--- src/rtl/rs_syndrome_calc_if.sv ---
// Symbol stream into the RS syndrome calculator and syndrome vector out of it.
// Handshake: din is taken on every rising edge where din_valid=1 (no ready, no backpressure);
// din_sop is meaningful only with din_valid. synd_valid and frame_err are single-cycle pulses.
interface rs_syndrome_calc_if #(
  parameter int NSYM = 16
);
  logic [7:0]        din;
  logic              din_valid;
  logic              din_sop;
  logic [8*NSYM-1:0] synd_out;
  logic              synd_valid;
  logic              err_flag;
  logic              frame_err;

  modport master (
    output din, din_valid, din_sop,
    input  synd_out, synd_valid, err_flag, frame_err
  );

  modport slave (
    input  din, din_valid, din_sop,
    output synd_out, synd_valid, err_flag, frame_err
  );
endinterface

--- src/rtl/rs_syndrome_calc.sv ---
// RS(255,239) syndrome calculator over GF(2^8)/0x11D.
// One Horner accumulator per syndrome, evaluated at alpha^(FCR+j).
module rs_syndrome_calc #(
  parameter int N    = 255,
  parameter int NSYM = 16,
  parameter int FCR  = 0
) (
  input  logic                clk,
  input  logic                rst,
  rs_syndrome_calc_if.slave   bus,
  output logic [0:0]          state_dbg
);

  localparam logic [0:0] IDLE = 1'b0;
  localparam logic [0:0] ACC  = 1'b1;
  localparam logic [7:0] LAST = 8'(N - 1);

  // With b a constant this collapses to a fixed XOR network.
  function automatic logic [7:0] gf_mul(input logic [7:0] a, input logic [7:0] b);
    logic [7:0] p;
    logic [7:0] x;
    p = 8'h00;
    x = a;
    for (int i = 0; i < 8; i++) begin
      if (b[i]) p = p ^ x;
      x = {x[6:0], 1'b0} ^ (x[7] ? 8'h1D : 8'h00);
    end
    return p;
  endfunction

  function automatic logic [7:0] alpha_pow(input int e);
    logic [7:0] r;
    r = 8'h01;
    for (int i = 0; i < 255; i++) begin
      if (i < (e % 255)) r = gf_mul(r, 8'h02);
    end
    return r;
  endfunction

  logic [0:0]        state;
  logic [7:0]        cnt;
  logic [7:0]        acc    [NSYM];
  logic [7:0]        horner [NSYM];
  logic [8*NSYM-1:0] horner_flat;
  logic [8*NSYM-1:0] synd_q;
  logic              synd_valid_q;
  logic              err_q;
  logic              frame_err_q;

  for (genvar j = 0; j < NSYM; j++) begin : g_root
    localparam logic [7:0] ROOT = alpha_pow(FCR + j);
    assign horner[j]             = gf_mul(acc[j], ROOT) ^ bus.din;
    assign horner_flat[8*j +: 8] = horner[j];
  end

  always_ff @(posedge clk) begin
    if (!rst) begin
      state        <= IDLE;
      cnt          <= 8'd0;
      synd_q       <= '0;
      synd_valid_q <= 1'b0;
      err_q        <= 1'b0;
      frame_err_q  <= 1'b0;
      for (int j = 0; j < NSYM; j++) acc[j] <= 8'h00;
    end else begin
      synd_valid_q <= 1'b0;
      frame_err_q  <= 1'b0;
      if (bus.din_valid) begin
        case (state)
          IDLE: begin
            if (bus.din_sop) begin
              for (int j = 0; j < NSYM; j++) acc[j] <= bus.din;
              cnt   <= 8'd1;
              state <= ACC;
            end
          end
          default: begin
            if (bus.din_sop) begin
              // Early sop: drop the partial word and start over with this symbol.
              frame_err_q <= 1'b1;
              for (int j = 0; j < NSYM; j++) acc[j] <= bus.din;
              cnt <= 8'd1;
            end else begin
              for (int j = 0; j < NSYM; j++) acc[j] <= horner[j];
              if (cnt == LAST) begin
                synd_q       <= horner_flat;
                err_q        <= |horner_flat;
                synd_valid_q <= 1'b1;
                cnt          <= 8'd0;
                state        <= IDLE;
              end else begin
                cnt <= cnt + 8'd1;
              end
            end
          end
        endcase
      end
    end
  end

  assign bus.synd_out   = synd_q;
  assign bus.synd_valid = synd_valid_q;
  assign bus.err_flag   = err_q;
  assign bus.frame_err  = frame_err_q;
  assign state_dbg      = state;

endmodule
--- src/flat_wrapper.sv ---
// flat-port wrapper written by rule: the top's interface ports become plain ports
module rs_syndrome_calc_flat 
#(
  parameter int N    = 255,
  parameter int NSYM = 16,
  parameter int FCR  = 0
)
  (clk, rst, state_dbg, bus_din, bus_din_valid, bus_din_sop, bus_synd_out, bus_synd_valid, bus_err_flag, bus_frame_err);
  rs_syndrome_calc_if #(.NSYM(NSYM)) bus_i ();
  input  logic clk;
  input  logic rst;
  output logic [0:0] state_dbg;
  input wire logic [$bits(bus_i.din)-1:0] bus_din;
  input wire logic [$bits(bus_i.din_valid)-1:0] bus_din_valid;
  input wire logic [$bits(bus_i.din_sop)-1:0] bus_din_sop;
  output wire logic [$bits(bus_i.synd_out)-1:0] bus_synd_out;
  output wire logic [$bits(bus_i.synd_valid)-1:0] bus_synd_valid;
  output wire logic [$bits(bus_i.err_flag)-1:0] bus_err_flag;
  output wire logic [$bits(bus_i.frame_err)-1:0] bus_frame_err;
  assign bus_i.din = bus_din;
  assign bus_i.din_valid = bus_din_valid;
  assign bus_i.din_sop = bus_din_sop;
  assign bus_synd_out = bus_i.synd_out;
  assign bus_synd_valid = bus_i.synd_valid;
  assign bus_err_flag = bus_i.err_flag;
  assign bus_frame_err = bus_i.frame_err;
  rs_syndrome_calc #(.N(N), .NSYM(NSYM), .FCR(FCR)) u_core (.clk(clk), .rst(rst), .bus(bus_i), .state_dbg(state_dbg));
endmodule
--- config.mk ---
export PLATFORM = sky130hd
export DESIGN_NAME = rs_syndrome_calc_flat
export DESIGN_NICKNAME = d
export VERILOG_FILES = /design/src/rtl/rs_syndrome_calc_if.sv /design/src/rtl/rs_syndrome_calc.sv /design/src/flat_wrapper.sv
export SDC_FILE = /design/constraint.sdc
export NUM_CORES = 1
export LEC_CHECK = 0
export BUFFER_PORTS_ARGS = -buffer_cell sky130_fd_sc_hd__buf_2
export CAP_MARGIN = 25
export CORE_MARGIN = 4
export CORE_UTILIZATION = 30
export DETAILED_ROUTE_END_ITERATION = 12
export HOLD_SLACK_MARGIN = 0.15
export SLEW_MARGIN = 20
export SYNTH_ARGS = -nofsm -noshare
export SYNTH_HDL_FRONTEND = slang
export SYNTH_SLANG_ARGS = --single-unit
--- constraint.sdc ---
create_clock -name clk -period 7.1 [get_ports clk]
set_clock_uncertainty 0.05 [all_clocks]
set_input_delay 0.355 -clock clk [delete_from_list [all_inputs] [get_ports clk]]
set_output_delay 0.355 -clock clk [all_outputs]
set_load 0.01 [all_outputs]
==> impl_metrics.toml <==
[placement]
place_ws_ns = 3.52
placed_area_sq_um = 15100
hpwl_um = 30000
io_buffers = 143
gp_congestion = 0.828

[global_routing]
grt_pass1_wl_um = 65000
grt_overflow = 0
met2_usage = 0.269
grt_most_used_layer = "met2"
grt_antenna_before_repair = 1
grt_use_total = 0.166
use_met3 = 0.0392
use_met1 = 0.227
grt_max_degree = 109
first_global_vias = 10300

[worst_setup_path]
critical_path.top_delay_family = "buffers and inverters"
crit_slowest_cell = "nand3b_1"
path_common_cell = "buf_4"
cp_max_fo = 57
start_kind = "register"
crit_required_ns = 7.51
path_class = "register to register"
crit_chain = "nand3b_1 -> nor3_2 -> buf_4 -> buf_4 -> buf_12 -> nand2_1 -> o211a_1"
path_buf_inv = 3
crit_path_end_kind = "register"
max_stage_delay_ns = 0.65
cp.arrival_ns = 3.79

[hold_path]
hold_class = "input port to register"

[synthesis]
synth_cell_types = 42
syn_area_per_cell_sq_um = 9.86
synthCells = 1418
syn-cell-area_sq_um = 14000
ys_ff_latch = 268
synth_nets = 1432
synth_seq_area_share = 0.475
synth_warnings = 0

[sta]
finalSetupViolations = 0
timing.final.ws_setup_ns = 3.71
fin_crit_sh = 0.477
slew-limit-headroom = 0.310
fmax_mhz = 295
hold_ws_ns = 0.210
setup_tns_ns = 0
finalHoldViolations = 0
worstMarginPinSlew_ns = 1.02
finalMaxSlewViolations = 0
fin_crit_ns = 3.39
grt_setup_unrepaired = "no"

[clock_network]
htree_levels = 1
post_cts.repair.setup_buffers = 0
cts_tree = "done"
clock_sinks = 268
clk_latency_ns = 0.57
clk_path_buf_depth = 3
cts_hold_buf = 1
ctsResizeCount = 0
clk_pin_slew_ns = 0.06
cts-root-buf = "clkbuf_16"
cts_made_buffers = 30

[final_layout]
nNetsFinal = 1518
layout-drive-gt1-share = 0.143
syn_to_final_growth_pct = 15.7
fin_area_sq_um = 16200
diodes = 0

[die]
fp.dieW_um = 224
die_h_um = 224
rows = 78
ios = 144
die_area_sq_um = 50100
initial_core_util = 0.306
design.core.area_sq_um = 45700

[pwr]
p_per_area_nw_per_um2 = 258
vdd_ir_drop_max_mv = 0.218
finalPower_mw = 4.17
p_leak_nw = 6.79

[routing]
final_antenna_net_count = 0
wirelength_um = 43500
wl_per_cell_um = 20.4
vias = 10800
dr.pass1.iters = 5
drc = 0
via_per_inst = 5.06
drt_first_iter_violations = 1105

[flow_run]
cap_violations = 0

[status]
status = "complete, no violations"
==> flip-flops by register name (all words and copies together), names as in the netlist <==
signal and cells:
u_core.state_dbg 1, u_core.bus.synd_valid 1, u_core.cnt 8, u_core.acc 128, u_core.bus.synd_out 128, u_core.bus.frame_err 1
u_core.bus.err_flag 1
==> report_power, final <==
group,leakage [nW],internal (mW),switching (mW)
Combinational,3.81,0.299,0.550
Clock,0.487,0.906,0.648
Sequential,2.49,1.69,0.0721
Total,6.79,2.90,1.27
==> placed cells by master (no fill, tap or decap), types with 10 or more instances in the layout <==
master	n
xnor2_1	271
nand2_1	190
o21ai_0	143
buf_2	142
dfxtp_1	140
edfxtp_1	128
o211a_1	74
a21oi_1	68
xor2_1	51
nor2_1	44
and2_1	38
nor2b_1	35
clkbuf_16	32
nand4_1	26
a21boi_0	14
buf_4	13
nand3_1	10
==> metrics by stage <==
step / util / cells
6_report: 0.354 / 2128
5_1_grt: 0.354 / 2128
4_1_cts: 0.353 / 2125
3_5_place_dp: 0.331 / 2068
3_3_place_gp: 0.331 / 2068
2_1_floorplan: - / 1418
==> final cells by class <==
class	count	area [sq um]
flip-flops and latches	268	6650
clock inverters	12	83.8
clock buffers	44	896
inverters	10	37.5
multi-input cells	1035	6870
well taps	600	751
fillers	4708	29500
repair buffers	159	893
==> logic make-up (layout without fill, tap and decap cells) <==
| kind of cell | count (synthesis) | after routing | synth area share |
|---|---|---|---|
| buffers and inverters | 115 | 225 | 0.0345 |
| muxes | 3 | 3 | 0.00224 |
| AOI/OAI and AO/OA | 312 | 312 | 0.143 |
| adders and majority gates | 2 | 2 | 0.00179 |
| DFF | 268 | 268 | 0.475 |
| xor gates and xnor gates | 331 | 331 | 0.212 |
| and+or+nand+nor | 387 | 387 | 0.131 |
==> worst register-to-register path, delay by kind of cell, from the launching register on <==
kind | cells | cell delay (ns)
buffers and inverters | 3 | 1.37
AND/OR/NAND/NOR | 3 | 1.13
flip-flops | 1 | 0.58
AO/OA/AOI/OAI | 1 | 0.16
==> Yosys cell counts (all sizes together) <==
library cell | n | area, sq um
a21boi | 14 | 105
a21oi | 68 | 340
a22oi | 4 | 30.0
a31oi | 1 | 6.26
and2 | 38 | 238
and3 | 2 | 12.5
and4 | 1 | 8.76
buf | 23 | 138
clkbuf | 82 | 308
clkinv | 1 | 3.75
dfxtp | 140 | 2800
edfxtp | 128 | 3840
ha | 2 | 25.0
inv | 9 | 33.8
mux2 | 1 | 11.3
mux2i | 2 | 20.0
nand2 | 192 | 721
nand3 | 10 | 50.1
nand3b | 2 | 15.0
nand4 | 26 | 163
nor2 | 45 | 169
nor2b | 35 | 219
nor3 | 8 | 40.0
nor3b | 8 | 60.1
nor4 | 5 | 31.3
o2111ai | 1 | 8.76
o211a | 74 | 741
o21ai | 143 | 716
o22ai | 1 | 6.26
o31ai | 6 | 45.0
or2 | 2 | 12.5
or3 | 8 | 50.1
or4 | 4 | 30.0
or4b | 1 | 10.0
xnor2 | 275 | 2440
xor2 | 56 | 528
==> routing by layer <==
metal / vias to the layer above / part of all wire
met3: 72 / 0.082
met2: 409 / 0.47
met4: 2 / 0.022
met1: 5244 / 0.43
li1: 5034 / -
met5: - / 0.00016
==> final timing paths <==
check / slack [ns] / from / cells after the start / end
setup / recovery: 3.71 / u_core.state_dbg / 7 / u_core.bus.synd_out[93]
hold / removal: 0.21 / bus_din_sop / 3 / u_core.bus.frame_err
setup reg to reg: 3.71 / u_core.state_dbg / 7 / u_core.bus.synd_out[93]
hold reg to reg: 0.41 / u_core.bus.synd_out[87] / 2 / u_core.bus.synd_out[87]
Power figures use the tool's default switching activity.
